--- config.mk ---
export PLATFORM = sky130hd
export DESIGN_NAME = ahb_sram_slave
export DESIGN_NICKNAME = d
export VERILOG_FILES = /design/src/rtl/ahb_sram_slave.sv
export SDC_FILE = /design/constraint.sdc
export NUM_CORES = 1
export LEC_CHECK = 0
export CORE_MARGIN = 3
export CORE_UTILIZATION = 46
export CTS_CLUSTER_SIZE = 24
export DETAILED_ROUTE_END_ITERATION = 6
export MAX_ROUTING_LAYER = met4
export PLACE_DENSITY = 0.95
export RECOVER_POWER = 100
export SKIP_LAST_GASP = 1
export SYNTH_ARGS = -nofsm -noshare
export SYNTH_HDL_FRONTEND = slang
export SYNTH_SLANG_ARGS = --single-unit
--- constraint.sdc ---
create_clock -name cpu_hclk -period 5.05 [get_ports cpu_hclk]
set_input_delay 1.01 -clock cpu_hclk [delete_from_list [all_inputs] [get_ports cpu_hclk]]
set_output_delay 1.01 -clock cpu_hclk [all_outputs]
set_load 0.005 [all_outputs]
--- src/rtl/ahb_sram_slave.sv ---
// AHB-Lite slave in front of a 32-bit single-port synchronous SRAM.
// Reads and writes complete with zero wait states. Writes go through a one-entry buffer with
// read forwarding. Illegal transfers get a two-cycle ERROR response.
module ahb_sram_slave #(
   parameter int unsigned ADDR_WIDTH = 14,
   parameter int unsigned MEM_WORDS  = 16384
) (
   input  logic                  cpu_hclk,
   input  logic                  cpu_hrst_n,
   input  logic                  hsel,
   input  logic [31:0]           haddr,
   input  logic [1:0]            htrans,
   input  logic [2:0]            hsize,
   input  logic                  hwrite,
   input  logic [31:0]           hwdata,
   input  logic                  hready,
   output logic                  hreadyout,
   output logic [1:0]            hresp,
   output logic [31:0]           hrdata,
   output logic                  sram_cs,
   output logic [3:0]            sram_we,
   output logic [ADDR_WIDTH-1:0] sram_addr,
   output logic [31:0]           sram_wdata,
   input  logic [31:0]           sram_rdata
);

   typedef enum logic [1:0] {StIdle, StErr1, StErr2} state_t;

   state_t                r_state;
   logic                  r_wr_pend;
   logic [ADDR_WIDTH-1:0] r_wr_addr;
   logic [3:0]            r_wr_strb;
   logic                  r_rd_pend;
   logic [ADDR_WIDTH-1:0] r_rd_addr;
   logic                  r_buf_valid;
   logic [ADDR_WIDTH-1:0] r_buf_addr;
   logic [3:0]            r_buf_strb;
   logic [31:0]           r_buf_data;

   logic [ADDR_WIDTH-1:0] w_word_idx;
   logic [31:0]           w_idx_ext;
   logic [3:0]            w_strb;
   logic                  w_illegal;
   logic                  w_accept;
   logic                  w_rd_acc;
   logic                  w_wr_acc;
   logic                  w_conflict;
   logic                  w_hreadyout;
   logic                  w_wr_done;
   logic                  w_drain;
   logic                  w_unused_bits;

   assign w_unused_bits = ^{haddr[31:ADDR_WIDTH+2], htrans[0]};

   assign w_word_idx = haddr[ADDR_WIDTH+1:2];
   assign w_idx_ext  = 32'(w_word_idx);
   assign w_illegal  = (hsize > 3'd2)
                     | ((hsize == 3'd1) & haddr[0])
                     | ((hsize == 3'd2) & (|haddr[1:0]))
                     | (w_idx_ext >= MEM_WORDS);

   // A read address arriving while a buffered write is still waiting and another write is in its
   // data phase would need the buffer to hold two entries; stall one cycle to drain it instead.
   assign w_conflict  = r_buf_valid & r_wr_pend & hsel & htrans[1] & ~hwrite;
   assign w_hreadyout = (r_state != StErr1) & ~w_conflict;
   assign hreadyout   = w_hreadyout;
   assign hresp       = (r_state == StIdle) ? 2'b00 : 2'b01;

   assign w_accept  = hsel & htrans[1] & hready & w_hreadyout;
   assign w_rd_acc  = w_accept & ~w_illegal & ~hwrite;
   assign w_wr_acc  = w_accept & ~w_illegal & hwrite;
   assign w_wr_done = r_wr_pend & w_hreadyout;
   assign w_drain   = r_buf_valid & ~w_rd_acc;

   // Byte lane strobes for the transfer in its address phase
   always_comb begin
      w_strb = 4'b1111;
      case (hsize)
         3'd0:    w_strb = 4'b0001 << haddr[1:0];
         3'd1:    w_strb = haddr[1] ? 4'b1100 : 4'b0011;
         default: w_strb = 4'b1111;
      endcase
   end

   // SRAM port: an accepted read owns the port, otherwise the buffer drains
   always_comb begin
      sram_cs    = w_rd_acc | r_buf_valid;
      sram_we    = w_rd_acc ? 4'b0000 : (r_buf_valid ? r_buf_strb : 4'b0000);
      sram_addr  = w_rd_acc ? w_word_idx : r_buf_addr;
      sram_wdata = r_buf_data;
   end

   // Read data with byte-wise forwarding from a buffered write to the same word
   always_comb begin
      hrdata = '0;
      if (r_rd_pend) begin
         hrdata = sram_rdata;
         if (r_buf_valid && (r_buf_addr == r_rd_addr)) begin
            for (int b = 0; b < 4; b++) begin
               if (r_buf_strb[b]) hrdata[8*b +: 8] = r_buf_data[8*b +: 8];
            end
         end
      end
   end

   // Response FSM; ERR2 accepts a new transfer exactly like IDLE
   always_ff @(posedge cpu_hclk or negedge cpu_hrst_n) begin
      if (!cpu_hrst_n) begin
         r_state <= StIdle;
      end else begin
         case (r_state)
            StErr1:  r_state <= StErr2;
            default: r_state <= (w_accept && w_illegal) ? StErr1 : StIdle;
         endcase
      end
   end

   // Data-phase tracking; held while this slave inserts a wait state
   always_ff @(posedge cpu_hclk or negedge cpu_hrst_n) begin
      if (!cpu_hrst_n) begin
         r_wr_pend <= 1'b0;
         r_wr_addr <= '0;
         r_wr_strb <= '0;
         r_rd_pend <= 1'b0;
         r_rd_addr <= '0;
      end else if (w_hreadyout) begin
         r_wr_pend <= w_wr_acc;
         r_rd_pend <= w_rd_acc;
         if (w_wr_acc) begin
            r_wr_addr <= w_word_idx;
            r_wr_strb <= w_strb;
         end
         if (w_rd_acc) r_rd_addr <= w_word_idx;
      end
   end

   // Write buffer: a new entry takes priority over a drain in the same cycle
   always_ff @(posedge cpu_hclk or negedge cpu_hrst_n) begin
      if (!cpu_hrst_n) begin
         r_buf_valid <= 1'b0;
         r_buf_addr  <= '0;
         r_buf_strb  <= '0;
         r_buf_data  <= '0;
      end else if (w_wr_done) begin
         r_buf_valid <= 1'b1;
         r_buf_addr  <= r_wr_addr;
         r_buf_strb  <= r_wr_strb;
         r_buf_data  <= hwdata;
      end else if (w_drain) begin
         r_buf_valid <= 1'b0;
      end
   end

endmodule

==> results of run 1 <==
[metrics by stage]
step	total power (uW)	worst slack, ns
5_1_grt	1970	0.394
2_1_floorplan	1150	1.89
3_3_place_gp	1420	0.792
3_5_place_dp	1450	0.761
6_report	1870	0.523
4_1_cts	1930	0.753
[placed cells by master, fill, tap and decap left out, types with 2 or more instances in the layout]
master / count
a21boi_0: 2
a21o_1: 2
a21oi_1: 34
and3b_1: 4
buf_4: 2
clkbuf_1: 2
clkbuf_2: 2
clkbuf_8: 9
clkdlybuf4s50_1: 86
clkinv_2: 3
dfrtp_1: 87
dlygate4sd3_1: 86
inv_1: 10
inv_6: 2
mux2_1: 13
mux2_2: 73
nand2_1: 13
nand4_1: 38
nor2_1: 3
nor3_1: 2
o21ai_0: 42
o21bai_1: 2
o22ai_1: 2
or2_2: 2
xnor2_1: 5
xor2_1: 4
[where the power goes]
part / internal [uW] / switching [uW] / leakage (uW)
sequential: 825 / 108 / 0.00114
combinational: 274 / 184 / 0.00165
clock: 230 / 248 / 0.0000998
[state kept, by name, summed over array words and instances, names as in the netlist]
signal       cells
r_buf_addr      14
r_buf_strb       4
r_buf_valid      1
r_rd_addr       14
r_rd_pend        1
r_state          2
r_wr_addr       14
r_wr_pend        1
r_wr_strb        4
sram_wdata      32
[synth_stat cells (all sizes together) (4+ instances only)]
| master | count |
|---|---|
| a21oi | 34 |
| and3b | 4 |
| buf | 18 |
| clkbuf | 12 |
| dfrtp | 87 |
| inv | 10 |
| mux2 | 86 |
| nand2 | 13 |
| nand4 | 38 |
| o21ai | 43 |
| xnor2 | 5 |
| xor2 | 4 |
[cell type report]
type,instances,area (um2),area share
clock inverters,7,70.1,0.0112
repair buffers,178,1750,0.280
well taps,126,158,0.0251
clock buffers,9,124,0.0198
multi-input cells,254,1950,0.311
inverters,10,37.5,0.00599
flip-flops and latches,87,2180,0.347
[critical path, stage by stage]
cell and delay (ns):
dlygate4sd3_1 0.59, nor3_1 0.20, o21bai_1 0.17, nor4_4 0.15, buf_4 0.42, mux2_2 0.40
dlygate4sd3_1 0.58
[layer usage]
| layer | wire, um | global-route usage | vias up |
|---|---|---|---|
| li1 | - | - | 1717 |
| met1 | 4720 | 0.266 | 1853 |
| met2 | 6560 | 0.426 | 162 |
| met3 | 930 | 0.0577 | 19 |
| met4 | 218 | 0.0548 | 0 |
| met5 | 0 | - | - |
[how the worst max path moves through the flow]
stage	end	cells past startpoint	slack, ns	start
2_1_floorplan	sram_addr[12]	5	1.89	hsel
6_report	sram_addr[0]	7	0.52	haddr[0]
3_3_place_gp	sram_addr[12]	6	0.79	hwrite
3_5_place_dp	sram_addr[0]	6	0.76	hwrite
4_1_cts	sram_addr[0]	6	0.75	hwrite
5_1_grt	sram_addr[8]	7	0.39	haddr[0]
[logic make-up after synthesis]
kind of cell,Yosys count,synth area share
buffers and inverters,40,0.0448
xor gates and xnor gates,9,0.0181
other,1,0.000860
AOI/OAI and AO/OA,88,0.108
DFF,87,0.499
and+or+nand+nor,70,0.0964
muxes,86,0.233
==> summary.txt, run 1 <==
Logic synthesis
  – Top_reg_cell synth: dfrtp_1
  – Post-synth ARST share: 1.00
  – Post-synthesis sequential area ratio: 0.499
  – Ranking of synthesized cells by area: dfrtp_1 50%, mux2_2 19%, nand4_1 5.5%, o21ai_0 4.8%, mux2_4 4.5%
  – Synth area leader: dfrtp_1
  – Netlist Area Pre-Place: 0.00436 mm2
  – Synth warnings: 0
  – Count of cell types in the netlist: 36
  – Seq cells post-synth: 87
  – Syn nets: 487
  – Syn Inst Count: 381
  – Avg Synthesized Cell Area: 11.4 um2
  – Post-synth top area share: 0.499
  – Post-synth EDFFs: 0

Worst hold path
  – Startpoint of the worst hold path: r_state[1]$_DFF_PN0_
  – Worst min-delay path class: flip-flop to flip-flop
  – Hold path endpoint: r_state[1]$_DFF_PN0_
  – Hold Path Cell Cnt: 1

Floorplan
  – Core Area: 0.00898 mm2
  – Die W: 103 um
  – Starting density of the core: 0.486
  – Die area: 0.0107 mm2
  – # IOs: 192
  – Row count: 34
  – Chip Height: 103 um

Worst setup path
  – FF-to-FF End: sram_wdata[28]$_DFFE_PN0P_
  – Kind of critical path: input pin to output port
  – Critical path fanouts, max: 40
  – Setup slack, reg-to-reg: 1.89 ns
  – R2R depth: 6
  – FF-to-FF Start: r_buf_valid$_DFFE_PN0P_
  – Worst Setup End Kind: output port
  – Worst setup SP type: input pin
  – Required time of the critical path: 4.04 ns
  – Worst EP arrival: 3.52 ns

STA
  – Finish-stage setup viols: 0
  – Fin. max-slew vios: 117
  – Period utilization: 0.896
  – Setup Skew: 0.0104 ns
  – Final Hold Viols: 0
  – Worst rel slew slack: -0.394
  – Setup TNS: 0 ns
  – Max Clock Freq: 221 MHz
  – Period minus WS final: 4.53 ns
  – RSZ-0062 raised after global routing: no
  – Actual slew at the worst max-slew pin: 2.09 ns
  – Worst hold slack: 0.452 ns

Clock network
  – CTS Buf Count: 9
  – # H-tree levels: 3
  – Clock tree sinks: 87
  – Worst-Skew Late Latency: 0.35 ns
  – Setup bufs post-CTS: 0
  – Clock transition at path regs: 0.08 ns
  – Post-CTS resize count: 0
  – CTS tree: built
  – Clock Tree Buf Depth: 2
  – Clock Tree Root: clkbuf_8
  – Hold-fix buffers, CTS: 0

Place
  – Placed cells: 655
  – GPL Wtd Cong: 0.800
  – Port Buffer Count: 173
  – Placed Area: 0.00615 mm2
  – Post-DP HPWL: 9270 um

Route
  – DRC viols: 0
  – Total number of vias: 3751
  – Drt first pass iters: 5
  – DRT Wirelength: 12400 um
  – Final ANT Viol Nets: 0
  – Post-DR vias/cell: 5.59
  – Routed wire per std cell: 18.5 um
  – Iteration-0 DRC Markers: 143

Global routing
  – Initial antenna violation count: 0
  – First-pass GRT wire length: 19100 um
  – Total track usage: 0.237
  – Largest net degree at the start of global routing: 88
  – Total grt overflow: 0
  – Vias in the first global route: 3781

Finish
  – P&R area growth vs syn: 43.8%
  – Non-Filler Instances: 671
  – Final Util: 0.699
  – Finished layout cell area: 0.00627 mm2
  – FILL cells: 657
  – Fraction of layout cells with a size suffix above 1: 0.178
  – N_diodes: 0
  – Nets: 646

Pwr
  – Power Density: 298 mW/mm2
  – Worst vdd ir: 0.000166 V
  – Pleak: 0.00289 uW

Run status
  – Status: finished, violations left
  – Failing checks: max-capacitance violations, max-slew violations

Flow run
  – Max_cap viols: 2
(Power assumes the default switching activity.)
==> inputs of run 2 (changes only) <==
- CORE_ASPECT_RATIO: unset -> 1.5
- CORE_MARGIN: 3 -> unset
- GPL_TIMING_DRIVEN: unset -> 0
==> summary.txt, run 2 (synthesis gave the netlist of run 1 again) <==
Run status
  – Status: finished, violations left
  – Failing checks: max-capacitance violations, max-slew violations

Clock network
  – CTS Buf Count: 9 (unchanged)
  – Clock Tree Root: clkbuf_16
  – Worst-Skew Late Latency: 0.34 ns (about the same)
  – # H-tree levels: 3 (unchanged)
  – Clock tree sinks: 87 (unchanged)
  – Clock transition at path regs: 0.06 ns (-0.02 ns)
  – Hold-fix buffers, CTS: 0 (unchanged)
  – Post-CTS resize count: 0 (unchanged)
  – Setup bufs post-CTS: 0 (unchanged)
  – CTS tree: built
  – Clock Tree Buf Depth: 2 (unchanged)

Worst setup path
  – CP max stage delay: 0.61 ns (+0.02 ns)
  – Most used cell, CP: dlygate4sd3_1
  – Worst Setup End Kind: output port
  – Crit path buffers/inverters: 3 (unchanged)
  – Kind of critical path: input pin to output port
  – Critical path fanouts, max: 10 (-75%)
  – Worst setup SP type: input pin
  – Required time of the critical path: 4.04 ns (about the same)
  – Cell family contributing the most delay on the critical path: buffers and inverters
  – Worst EP arrival: 3.64 ns (+0.12 ns)
  – Crit-path cells: dlygate4sd3_1, nand4_1, o21bai_1, nor4_1, clkbuf_1, nand2_1, o21ai_0, dlygate4sd3_1
  – Slowest-stage cell, CP: dlygate4sd3_1

Finish
  – FILL cells: 664 (+1.1%)
  – Seq. cell area: 0.00218 mm2 (unchanged)
  – P&R area growth vs syn: 48.0%
  – Nets: 672 (+4.0%)
  – Fraction of layout cells with a size suffix above 1: 0.170 (-0.00810)
  – Most common cell after layout, fill and taps aside: clkdlybuf4s50_1
  – N_diodes: 0 (unchanged)
  – Area taken by multi-input logic gates: 0.00193 mm2 (-0.90%)
  – Non-Filler Instances: 683 (+1.8%)
  – Most frequent cells in the layout: 93 x clkdlybuf4s50_1, 87 x dfrtp_1, 79 x dlygate4sd3_1, 71 x mux2_2, 42 x o21ai_0
  – Max reg flops: 32 (unchanged)

Route
  – Routed wire per std cell: 19.7 um (+6.4%)
  – Final ANT Viol Nets: 0 (unchanged)
  – Post-DR vias/cell: 5.78 (+3.5%)
  – Iteration-0 DRC Markers: 249 (+74%)
  – DRC viols: 0 (unchanged)
  – Total number of vias: 3950 (+5.3%)
  – Drt first pass iters: 6 (+1)
  – DRT Wirelength: 13500 um (+8.3%)

Pwr
  – Int Power: 1470 uW (+10%)
  – Flop pwr share: 0.453 (-0.046)
  – Worst vdd ir: 0.000230 V (+39%)
  – Sw Pwr: 573 uW (+6.3%)
  – Logic gate share of total power: 0.243 (-0.002)
  – Power Density: 316 mW/mm2 (+6.1%)
  – Net Sw Frac: 0.281 (-0.00778)
  – Clock power frac: 0.304 (+0.048)
  – Pleak: 0.00296 uW (+2.6%)

STA
  – Actual slew at the worst max-slew pin: 1.83 ns (-0.257 ns)
  – Worst rel slew slack: -0.222 (+0.172)
  – Final Hold Viols: 0 (unchanged)
  – Setup Skew: 0.00959 ns (-0.000855 ns)
  – Worst hold slack: 0.471 ns (+0.0190 ns)
  – Period utilization: 0.921 (+0.0247)
  – Period minus WS final: 4.65 ns (+0.125 ns)
  – Finish-stage setup viols: 0 (unchanged)
  – Max Clock Freq: 215 MHz (-2.7%)
  – Setup TNS: 0 ns (unchanged)
  – Final worst slack: 0.399 ns (-0.125 ns)
  – Fin. max-slew vios: 32 (-73%)
  – RSZ-0062 raised after global routing: no

Floorplan
  – Core Area: 0.00925 mm2 (+3.1%)
  – Chip Height: 121 um (+17%)
  – Starting density of the core: 0.471 (-0.0146)
  – Die area: 0.00988 mm2 (-7.5%)
  – Die W: 81.5 um (-21%)
  – Row count: 43 (+26%)
  – # IOs: 192 (unchanged)

Global routing
  – Total grt overflow: 0 (unchanged)
  – First-pass GRT wire length: 20500 um (+7.4%)
  – Vias in the first global route: 3921 (+3.7%)
  – Met3 usage: 0.0474 (-0.0103)
  – Global routing's busiest layer: met2
  – Total track usage: 0.290 (+0.0532)
  – Largest net degree at the start of global routing: 57 (-35%)
  – M2 GR Usage: 0.521 (+0.0954)
  – Met1 GRT Util: 0.309 (+0.0429)
  – Initial antenna violation count: 0 (unchanged)

Place
  – Port Buffer Count: 173 (unchanged)
  – Placed cells: 667 (+1.8%)
  – GPL Wtd Cong: 0.816 (+2.0%)
  – Dpl ws: 0.619 ns (-0.142 ns)
  – Post-DP HPWL: 10200 um (+9.7%)

Worst hold path
  – Worst min-delay path class: flip-flop to flip-flop

Flow run
  – Max_cap viols: 1 (-1)
## run 2: changes by cell type in the layout (fill, tap and decap cells not counted), sizes merged
cell           before  now
buf                 2    7
bufinv              1    0
clkbuf             13   35
clkdlybuf4s50      86   93
dlygate4sd3        86   79
## run 2: cell type report
class / instances / area share
Multi-Input combinational cell: 254 / 0.300
Inverter: 10 / 0.00582
Tap cell: 112 / 0.0217
Clock inverter: 6 / 0.00679
Buffer: 30 / 0.0202
Clock buffer: 10 / 0.0370
Sequential cell: 87 / 0.337
Timing Repair Buffer: 174 / 0.272
## run 2: final timing paths
check	slack, ns	start	to	cells after the start
setup reg to reg	2.55	r_buf_valid$_DFFE_PN0P_	r_buf_addr[3]$_DFFE_PN0P_	6
max in group asynchronous	2.82	cpu_hrst_n	sram_wdata[14]$_DFFE_PN0P_	1
setup / recovery	0.40	htrans[1]	sram_addr[13]	8
hold reg to reg	0.47	r_state[1]$_DFF_PN0_	r_state[1]$_DFF_PN0_	1
hold / removal	0.47	r_state[1]$_DFF_PN0_	r_state[1]$_DFF_PN0_	1
min in group asynchronous	1.16	cpu_hrst_n	sram_wdata[26]$_DFFE_PN0P_	1
## run 2: power by group through the flow
stage / logic (uW) / clock network [uW] / registers (uW)
global placement: 516 / 0 / 924
CTS: 541 / 635 / 924
global route: 541 / 662 / 936
finish: 496 / 620 / 923
detailed placement: 537 / 0 / 936
floorplan: 241 / 0 / 911
## run 2: worst register-to-register path, cell delays in order (launching register included)
cell and delay (ns):
dfrtp_1 0.49, nand4_1 0.15, o21bai_1 0.31, inv_1 0.13, nand2_1 0.30, clkbuf_1 0.58
mux2_2 0.42
## run 2: per-stage QoR
step,area [um2],power (uW),util
finish,6450,2040,0.697
global route,6450,2140,0.697
CTS,6540,2100,0.707
detailed placement,6260,1470,0.676
global placement,6230,1440,0.674
floorplan,4360,1150,-
## run 2: metal layers
layer,vias up,share of wire
met2,221,0.55
met3,35,0.077
li1,1770,-
met4,0,0.023
met1,1924,0.35
met5,-,0
